`config.mk`:
```
export PLATFORM = sky130hd
export DESIGN_NAME = timestamp_word_decoder
export DESIGN_NICKNAME = d
export VERILOG_FILES = /design/src/rtl/timestamp_pkg.sv /design/src/rtl/timestamp_word_decoder_sat_counter.sv /design/src/rtl/timestamp_word_decoder.sv
export SDC_FILE = /design/constraint.sdc
export NUM_CORES = 1
export LEC_CHECK = 0
export CORE_MARGIN = 2
export CORE_UTILIZATION = 41
export DETAILED_ROUTE_END_ITERATION = 16
export HOLD_SLACK_MARGIN = 0.12
export PLACE_DENSITY = 0.76
export SLEW_MARGIN = 20
export SYNTH_ARGS = -nofsm -noshare
export SYNTH_HDL_FRONTEND = slang
export SYNTH_HIERARCHICAL = 1
export SYNTH_SLANG_ARGS = --single-unit
```
`constraint.sdc`:
```
create_clock -name CLK -period 1.9 [get_ports CLK]
set_clock_uncertainty 0.2 [all_clocks]
set_input_delay 0.285 -clock CLK [delete_from_list [all_inputs] [get_ports CLK]]
set_output_delay 0.285 -clock CLK [all_outputs]
set_load 0.1 [all_outputs]
```
`src/rtl/timestamp_pkg.sv`:
```
// Package: timestamp_pkg
// Shared definitions for the timestamp word decoder: word field positions,
// timestamp widths, the pairing FSM state type and a word-builder helper.
// Optional feature macro used by the decoder: TIMESTAMP_DECODER_DELTA_EN.
package timestamp_pkg;

    localparam int TS_W     = 48;
    localparam int HALF_W   = 24;
    localparam int ID_LSB   = 25;
    localparam int FLAG_BIT = 24;

    // IDLE: no low word pending; LOW: low_buf holds the low half of a timestamp.
    typedef enum logic {
        IDLE = 1'b0,
        LOW  = 1'b1
    } state_t;

    // Builds a stream word {id, hi_flag, data[23:0]}.
    function automatic logic [31:0] make_ts_word(input logic [6:0] id,
                                                 input logic hi,
                                                 input logic [HALF_W-1:0] data);
        return {id, hi, data};
    endfunction

endpackage

```
`src/rtl/timestamp_word_decoder_sat_counter.sv`:
```
// Module: sat_counter
// Saturating up-counter with synchronous clear.
// Ports:
//   clk    in   1  clock
//   rst_n  in   1  asynchronous active-low reset
//   inc    in   1  increment request (ignored once the count is all ones)
//   clr    in   1  synchronous clear, wins over inc
//   cnt    out  W  current count
module sat_counter #(
    parameter int W = 8
) (
    input  logic         clk,
    input  logic         rst_n,
    input  logic         inc,
    input  logic         clr,
    output logic [W-1:0] cnt
);

    logic [W-1:0] cnt_q;
    logic [W-1:0] cnt_d;

    always_comb begin
        cnt_d = cnt_q;
        if (clr) begin
            cnt_d = '0;
        end else if (inc && (cnt_q != {W{1'b1}})) begin
            cnt_d = cnt_q + 1'b1;
        end
    end

    always_ff @(posedge clk or negedge rst_n) begin
        if (!rst_n) begin
            cnt_q <= '0;
        end else begin
            cnt_q <= cnt_d;
        end
    end

    assign cnt = cnt_q;

endmodule

```
`src/rtl/timestamp_word_decoder.sv`:
```
// Module: timestamp_word_decoder
// Pops 32-bit words from a show-ahead FIFO, pairs low/high halves tagged with
// IDENTIFIER and presents 48-bit timestamps on a valid/ready output port.
// Counts orphan high words, overwritten low words and foreign-ID words.
// Optional macro TIMESTAMP_DECODER_DELTA_EN adds TS_DELTA = TS - previous TS
// (modulo 2^48); when undefined TS_DELTA is tied to zero.
// Ports:
//   CLK, RST_N            clock, asynchronous active-low reset
//   ENABLE                1 consumes the stream, 0 freezes everything
//   FIFO_EMPTY/FIFO_DATA  show-ahead FIFO head; FIFO_READ pops it (combinational)
//   TS_VALID/TS_READY     output handshake; TS_DATA {high, low}, TS_DELTA
//   ORPHAN_CNT, OVERWR_CNT, FOREIGN_CNT  saturating counters, CLR_CNT clears
//   dbg_state             current pairing state
//
// Handshake: TS_DATA/TS_DELTA are transferred on a cycle where
// TS_VALID & TS_READY; while TS_VALID & ~TS_READY they are held stable and no
// word is popped, so a completing high word can never overwrite an unaccepted
// timestamp. An accept and a new completion in the same cycle keep TS_VALID
// high with the new data.
module timestamp_word_decoder
    import timestamp_pkg::*;
#(
    parameter logic [6:0] IDENTIFIER = 7'b0000001,
    parameter int         CNT_W      = 8
) (
    input  logic             CLK,
    input  logic             RST_N,
    input  logic             ENABLE,
    input  logic             FIFO_EMPTY,
    input  logic [31:0]      FIFO_DATA,
    output logic             FIFO_READ,
    output logic             TS_VALID,
    input  logic             TS_READY,
    output logic [TS_W-1:0]  TS_DATA,
    output logic [TS_W-1:0]  TS_DELTA,
    output logic [CNT_W-1:0] ORPHAN_CNT,
    output logic [CNT_W-1:0] OVERWR_CNT,
    output logic [CNT_W-1:0] FOREIGN_CNT,
    input  logic             CLR_CNT,
    output state_t           dbg_state
);

    state_t            state_q, state_d;
    logic [HALF_W-1:0] low_buf_q, low_buf_d;
    logic              ts_valid_q, ts_valid_d;
    logic [TS_W-1:0]   ts_data_q, ts_data_d;

    logic              fifo_read;
    logic              word_ours;
    logic              word_high;
    logic              word_foreign;
    logic              low_load;
    logic              inc_orphan;
    logic              inc_overwr;
    logic              ts_complete;
    logic [TS_W-1:0]   new_ts;

    assign fifo_read    = ENABLE & ~FIFO_EMPTY & (~ts_valid_q | TS_READY);
    assign word_high    = FIFO_DATA[FLAG_BIT];
    assign word_ours    = fifo_read & (FIFO_DATA[31:ID_LSB] == IDENTIFIER);
    assign word_foreign = fifo_read & (FIFO_DATA[31:ID_LSB] != IDENTIFIER);
    assign new_ts       = {FIFO_DATA[HALF_W-1:0], low_buf_q};

    // State register
    always_ff @(posedge CLK or negedge RST_N) begin
        if (!RST_N) begin
            state_q <= IDLE;
        end else begin
            state_q <= state_d;
        end
    end

    // Next-state logic; foreign words never move the FSM.
    always_comb begin
        state_d = state_q;
        if (word_ours) begin
            case (state_q)
                IDLE:    state_d = word_high ? IDLE : LOW;
                LOW:     state_d = word_high ? IDLE : LOW;
                default: state_d = IDLE;
            endcase
        end
    end

    // Output/event decode for the consumed word.
    always_comb begin
        low_load    = 1'b0;
        inc_orphan  = 1'b0;
        inc_overwr  = 1'b0;
        ts_complete = 1'b0;
        if (word_ours) begin
            case (state_q)
                IDLE: begin
                    low_load   = ~word_high;
                    inc_orphan = word_high;
                end
                LOW: begin
                    low_load    = ~word_high;
                    inc_overwr  = ~word_high;
                    ts_complete = word_high;
                end
                default: ;
            endcase
        end
    end

    // Datapath next values.
    always_comb begin
        low_buf_d  = low_load ? FIFO_DATA[HALF_W-1:0] : low_buf_q;
        ts_data_d  = ts_complete ? new_ts : ts_data_q;
        ts_valid_d = ts_valid_q;
        if (ts_complete) begin
            ts_valid_d = 1'b1;
        end else if (ts_valid_q && TS_READY) begin
            ts_valid_d = 1'b0;
        end
    end

    always_ff @(posedge CLK or negedge RST_N) begin
        if (!RST_N) begin
            low_buf_q  <= '0;
            ts_valid_q <= 1'b0;
            ts_data_q  <= '0;
        end else begin
            low_buf_q  <= low_buf_d;
            ts_valid_q <= ts_valid_d;
            ts_data_q  <= ts_data_d;
        end
    end

`ifdef TIMESTAMP_DECODER_DELTA_EN
    logic [TS_W-1:0] prev_ts_q, prev_ts_d;
    logic [TS_W-1:0] ts_delta_q, ts_delta_d;

    // Modulo-2^48 subtraction, so a wrap of the timestamp still yields the small delta.
    always_comb begin
        prev_ts_d  = ts_complete ? new_ts : prev_ts_q;
        ts_delta_d = ts_complete ? (new_ts - prev_ts_q) : ts_delta_q;
    end

    always_ff @(posedge CLK or negedge RST_N) begin
        if (!RST_N) begin
            prev_ts_q  <= '0;
            ts_delta_q <= '0;
        end else begin
            prev_ts_q  <= prev_ts_d;
            ts_delta_q <= ts_delta_d;
        end
    end

    assign TS_DELTA = ts_delta_q;
`else
    assign TS_DELTA = '0;
`endif

    sat_counter #(.W(CNT_W)) u_orphan_cnt (
        .clk(CLK), .rst_n(RST_N), .inc(inc_orphan), .clr(CLR_CNT), .cnt(ORPHAN_CNT)
    );

    sat_counter #(.W(CNT_W)) u_overwr_cnt (
        .clk(CLK), .rst_n(RST_N), .inc(inc_overwr), .clr(CLR_CNT), .cnt(OVERWR_CNT)
    );

    sat_counter #(.W(CNT_W)) u_foreign_cnt (
        .clk(CLK), .rst_n(RST_N), .inc(word_foreign), .clr(CLR_CNT), .cnt(FOREIGN_CNT)
    );

    assign FIFO_READ = fifo_read;
    assign TS_VALID  = ts_valid_q;
    assign TS_DATA   = ts_data_q;
    assign dbg_state = state_q;

endmodule
```
==> out/metrics.yaml <==
outcome:
  status: "finished, violations left"
  violations: "setup timing"
pwr:
  power.density_cell_area_nw_per_um2: 594
  power.ir.vdd_worst_v: 0.000411
  p_total_mw: 4.67
  cellLeakagePower_nw: 3.47
worst_hold_path:
  hp-class: "in -> async"
cts:
  htree_num_levels: 3
  cts_tree: "done"
  total_clock_buffers_created_by_cts: 9
  clock_tree.root_cell: "sky130_fd_sc_hd__clkbuf_16"
  cts_max_path_buffers: 2
  clock_insertion_delay_worst_skew_ps: 330
  clock_sinks: 98
  clk_transition_reported_paths_ps: 70
timing:
  timing.final.max_slew_violations: 0
  period_share: 1.09
  hold_viol: 0
  finish_stage_setup_viols: 78
  final.min_clock_period_ps: 2070
  setup_total_negative_slack_ps: -6630
  grt_setup_unrepaired: "true"
  fin_ws_ps: -166
  fmax_ghz: 0.484
floorplanning:
  ios: 161
  core_area_um2: 11300
  fp.dieW_um: 111
  floorplan.initialDensity: 0.417
  row_count: 39
  fp.dieArea_um2: 12400
  floorplan.die.height_um: 111
yosys:
  yosysUniqueCellTypes: 40
  compound_gate_portion_of_the_synthesized_area: 0.0416
  synth_top_family_by_area: "multiplexers"
  synth.yosys.warnings: 6
  sequential_to_total_area_share_from_yosys_stat: 0.520
  synthSimpleGateAreaFrac: 0.116
  ys_top_cells_by_area: "sky130_fd_sc_hd__dfrtp_1 (52%), sky130_fd_sc_hd__mux2_2 (14%), sky130_fd_sc_hd__buf_4 (8.0%)"
  yosys.area.top_type_share: 0.520
  synth-main-ff-cell: "sky130_fd_sc_hd__dfrtp_1"
  async_reset_ff_frac: 1.00
  netlist.top_cell.by_area: "sky130_fd_sc_hd__dfrtp_1"
  yosys-mux-area-fraction: 0.208
  synth_edf_count: 0
  ys_ff_latch: 98
  postSynthCellCount: 363
  netlist_area_um2: 4720
  synthXorXnorAreaFrac: 0
  syn_avg_cell_area_um2: 13.0
  synth_fa_ha_area_frac: 0.00796
worst_setup_path:
  destination_of_the_worst_register_to_register_timing_path: "TS_DATA[32]"
  worstSetupStartpointType: "register"
  crit_end: "TS_DATA[32]"
  timing.critical_path.from: "TS_VALID"
  largest_fanout_on_the_critical_path: 6
  timing.critical_path.to_type: "register"
  ff2ff_path_depth: 8
  r2r_setup_slack_ps: -170
  critPathKind: "reg -> reg"
  worst_ep_required_time_ps: 1920
  critical_path_arrival_ps: 2090
  crit_reg_reg_startpoint: "TS_VALID"
placed_design:
  dpl-instance-area_um2: 7000
  detailedPlacementHpwl_um: 7950
  finalWeightedCongestion: 0.828
  port_buffers: 112
  post_place_setup_slack_ps: -751
route:
  dr_total_vias: 3320
  antenna_left: 0
  first_pass_drt_iterations: 4
  post_drt_via_cell_ratio: 4.96
  first_iter_violations: 127
  wl_per_cell_um: 18.1
  route.detailed.drc: 0
  detail_route.wirelength_um: 12100
final_layout:
  layout.cell_area.non_filler_um2: 7860
  antennaDiodeCount: 0
  drive_gt1_frac: 0.533
  net_count_reported_at_finish: 563
  final_util: 0.695
  area_growth_pct: 66.7
global_route:
  first_global_vias: 3469
  grt_start_max_net_pins: 37
  gr-total-overflow: 0
  antenna_found_initial: 0
  grtUsageTotal: 0.184
  grt_first_pass_wirelength_um: 18300
flow_run:
  max-cap-violations: 0
## cells in the mapped netlist, types with 4 or more instances
master                      n
sky130_fd_sc_hd__a21oi_1    9
sky130_fd_sc_hd__buf_4     50
sky130_fd_sc_hd__dfrtp_1   98
sky130_fd_sc_hd__inv_1      6
sky130_fd_sc_hd__mux2_2    58
sky130_fd_sc_hd__mux2_4    20
sky130_fd_sc_hd__nand2_1    7
sky130_fd_sc_hd__nand2b_1  10
sky130_fd_sc_hd__nand3_1    6
sky130_fd_sc_hd__nor2_1     6
sky130_fd_sc_hd__nor2b_1   10
sky130_fd_sc_hd__nor3_1    12
sky130_fd_sc_hd__nor3b_1    5
sky130_fd_sc_hd__o21ai_0    4
## layout by cell type (no fill, tap or decap), types with 3 or more instances in the layout
master                            instances
sky130_fd_sc_hd__buf_6                    7
sky130_fd_sc_hd__nand3_2                  5
sky130_fd_sc_hd__inv_1                    6
sky130_fd_sc_hd__ha_1                     3
sky130_fd_sc_hd__clkdlybuf4s50_1         27
sky130_fd_sc_hd__nor3_2                   3
sky130_fd_sc_hd__a211oi_2                 3
sky130_fd_sc_hd__nor2_1                   6
sky130_fd_sc_hd__and4_2                   3
sky130_fd_sc_hd__a21oi_1                  5
sky130_fd_sc_hd__buf_12                  84
sky130_fd_sc_hd__mux2i_1                  3
sky130_fd_sc_hd__a41oi_1                  3
sky130_fd_sc_hd__clkbuf_16               11
sky130_fd_sc_hd__nor3_1                   9
sky130_fd_sc_hd__nand2b_1                 9
sky130_fd_sc_hd__dfrtp_2                 15
sky130_fd_sc_hd__dfrtp_4                  3
sky130_fd_sc_hd__nand4_1                  3
sky130_fd_sc_hd__nor3b_2                  4
sky130_fd_sc_hd__conb_1                  48
sky130_fd_sc_hd__dfrtp_1                 80
sky130_fd_sc_hd__and3_1                   3
sky130_fd_sc_hd__a21oi_2                  4
sky130_fd_sc_hd__buf_8                    6
sky130_fd_sc_hd__dlygate4sd2_1            7
sky130_fd_sc_hd__nor2b_1                 10
sky130_fd_sc_hd__a21boi_4                 4
sky130_fd_sc_hd__inv_6                    3
sky130_fd_sc_hd__and4_1                   3
sky130_fd_sc_hd__nand2_1                  7
sky130_fd_sc_hd__mux2_4                  77
sky130_fd_sc_hd__buf_4                   25
sky130_fd_sc_hd__a31oi_1                  3
## state kept, by name (all words and copies together) (netlist names)
register / flops
u_orphan_cnt/cnt: 8
u_foreign_cnt/cnt: 8
TS_VALID: 1
TS_DATA: 48
dbg_state: 1
u_overwr_cnt/cnt: 8
low_buf_q: 24
## through the flow
step | cells | hold WS [ps]
6_report | 670 | 174
5_1_grt | 670 | 198
4_1_cts | 666 | 177
3_5_place_dp | 638 | 4.01
3_3_place_gp | 638 | 4.33
2_1_floorplan | 410 | -211
## metal layers
layer  share of wire  GRT usage  up-vias  wire length [um]
met5               0          0        -                 0
met4           0.015     0.0486        0               179
met3           0.066     0.0590       14               804
met2            0.54      0.317      117              6560
met1            0.38      0.224     1689              4590
li1                -          -     1500                 -
## cells by family after synthesis
logic type,after synthesis
AOI/OAI and AO/OA,30
adders and majority gates,3
buffers and inverters,67
DFF,98
muxes,81
other,1
and+or+nand+nor,83
## worst min-delay path by stage
stage                     startpoint           to  slack, ps
after floorplan                RST_N   TS_DATA[0]       -210
after global placement         RST_N  TS_DATA[24]          4
after detailed placement       RST_N  TS_DATA[30]          4
after CTS                      RST_N  TS_DATA[30]        180
after global routing           RST_N  TS_DATA[30]        200
final                          RST_N  TS_DATA[30]        170
## worst max-delay path, cell delays in order, from the launching register on
cell,delay [ps]
sky130_fd_sc_hd__dfrtp_4,490
sky130_fd_sc_hd__nand2b_4,100
sky130_fd_sc_hd__nand4_4,160
sky130_fd_sc_hd__buf_12,190
sky130_fd_sc_hd__nor2_4,120
sky130_fd_sc_hd__buf_12,150
sky130_fd_sc_hd__buf_12,130
sky130_fd_sc_hd__buf_8,120
sky130_fd_sc_hd__mux2_4,300
## where the power goes
part	internal, mW	switching (mW)	leakage, nW	total [mW]
Clock	1.03	0.809	0.147	1.84
Combinational	0.152	0.565	1.99	0.717
Sequential	2.10	0.0139	1.34	2.12
## what timing repair did
| item | 4_1_cts | 5_1_grt |
|---|---|---|
| setup buffers | 9 | 10 |
| gates cloned | 4 | 3 |
| pin swaps | 19 | 13 |
| hold endpoints to repair | 98 | 0 |
| setup endpoints to repair | 93 | 96 |
| hold buffers | 1 | 0 |
| resized for setup | 60 | 46 |
## cell type report
type | count | area [um2]
Tap cell | 143 | 179
Multi-Input combinational cell | 245 | 2400
Timing Repair Buffer | 162 | 2480
Sequential cell | 98 | 2480
Inverter | 6 | 22.5
Fill cell | 735 | 3460
Clock buffer | 9 | 225
Clock inverter | 7 | 73.8
Note: power is estimated with default switching activity, not from simulation.
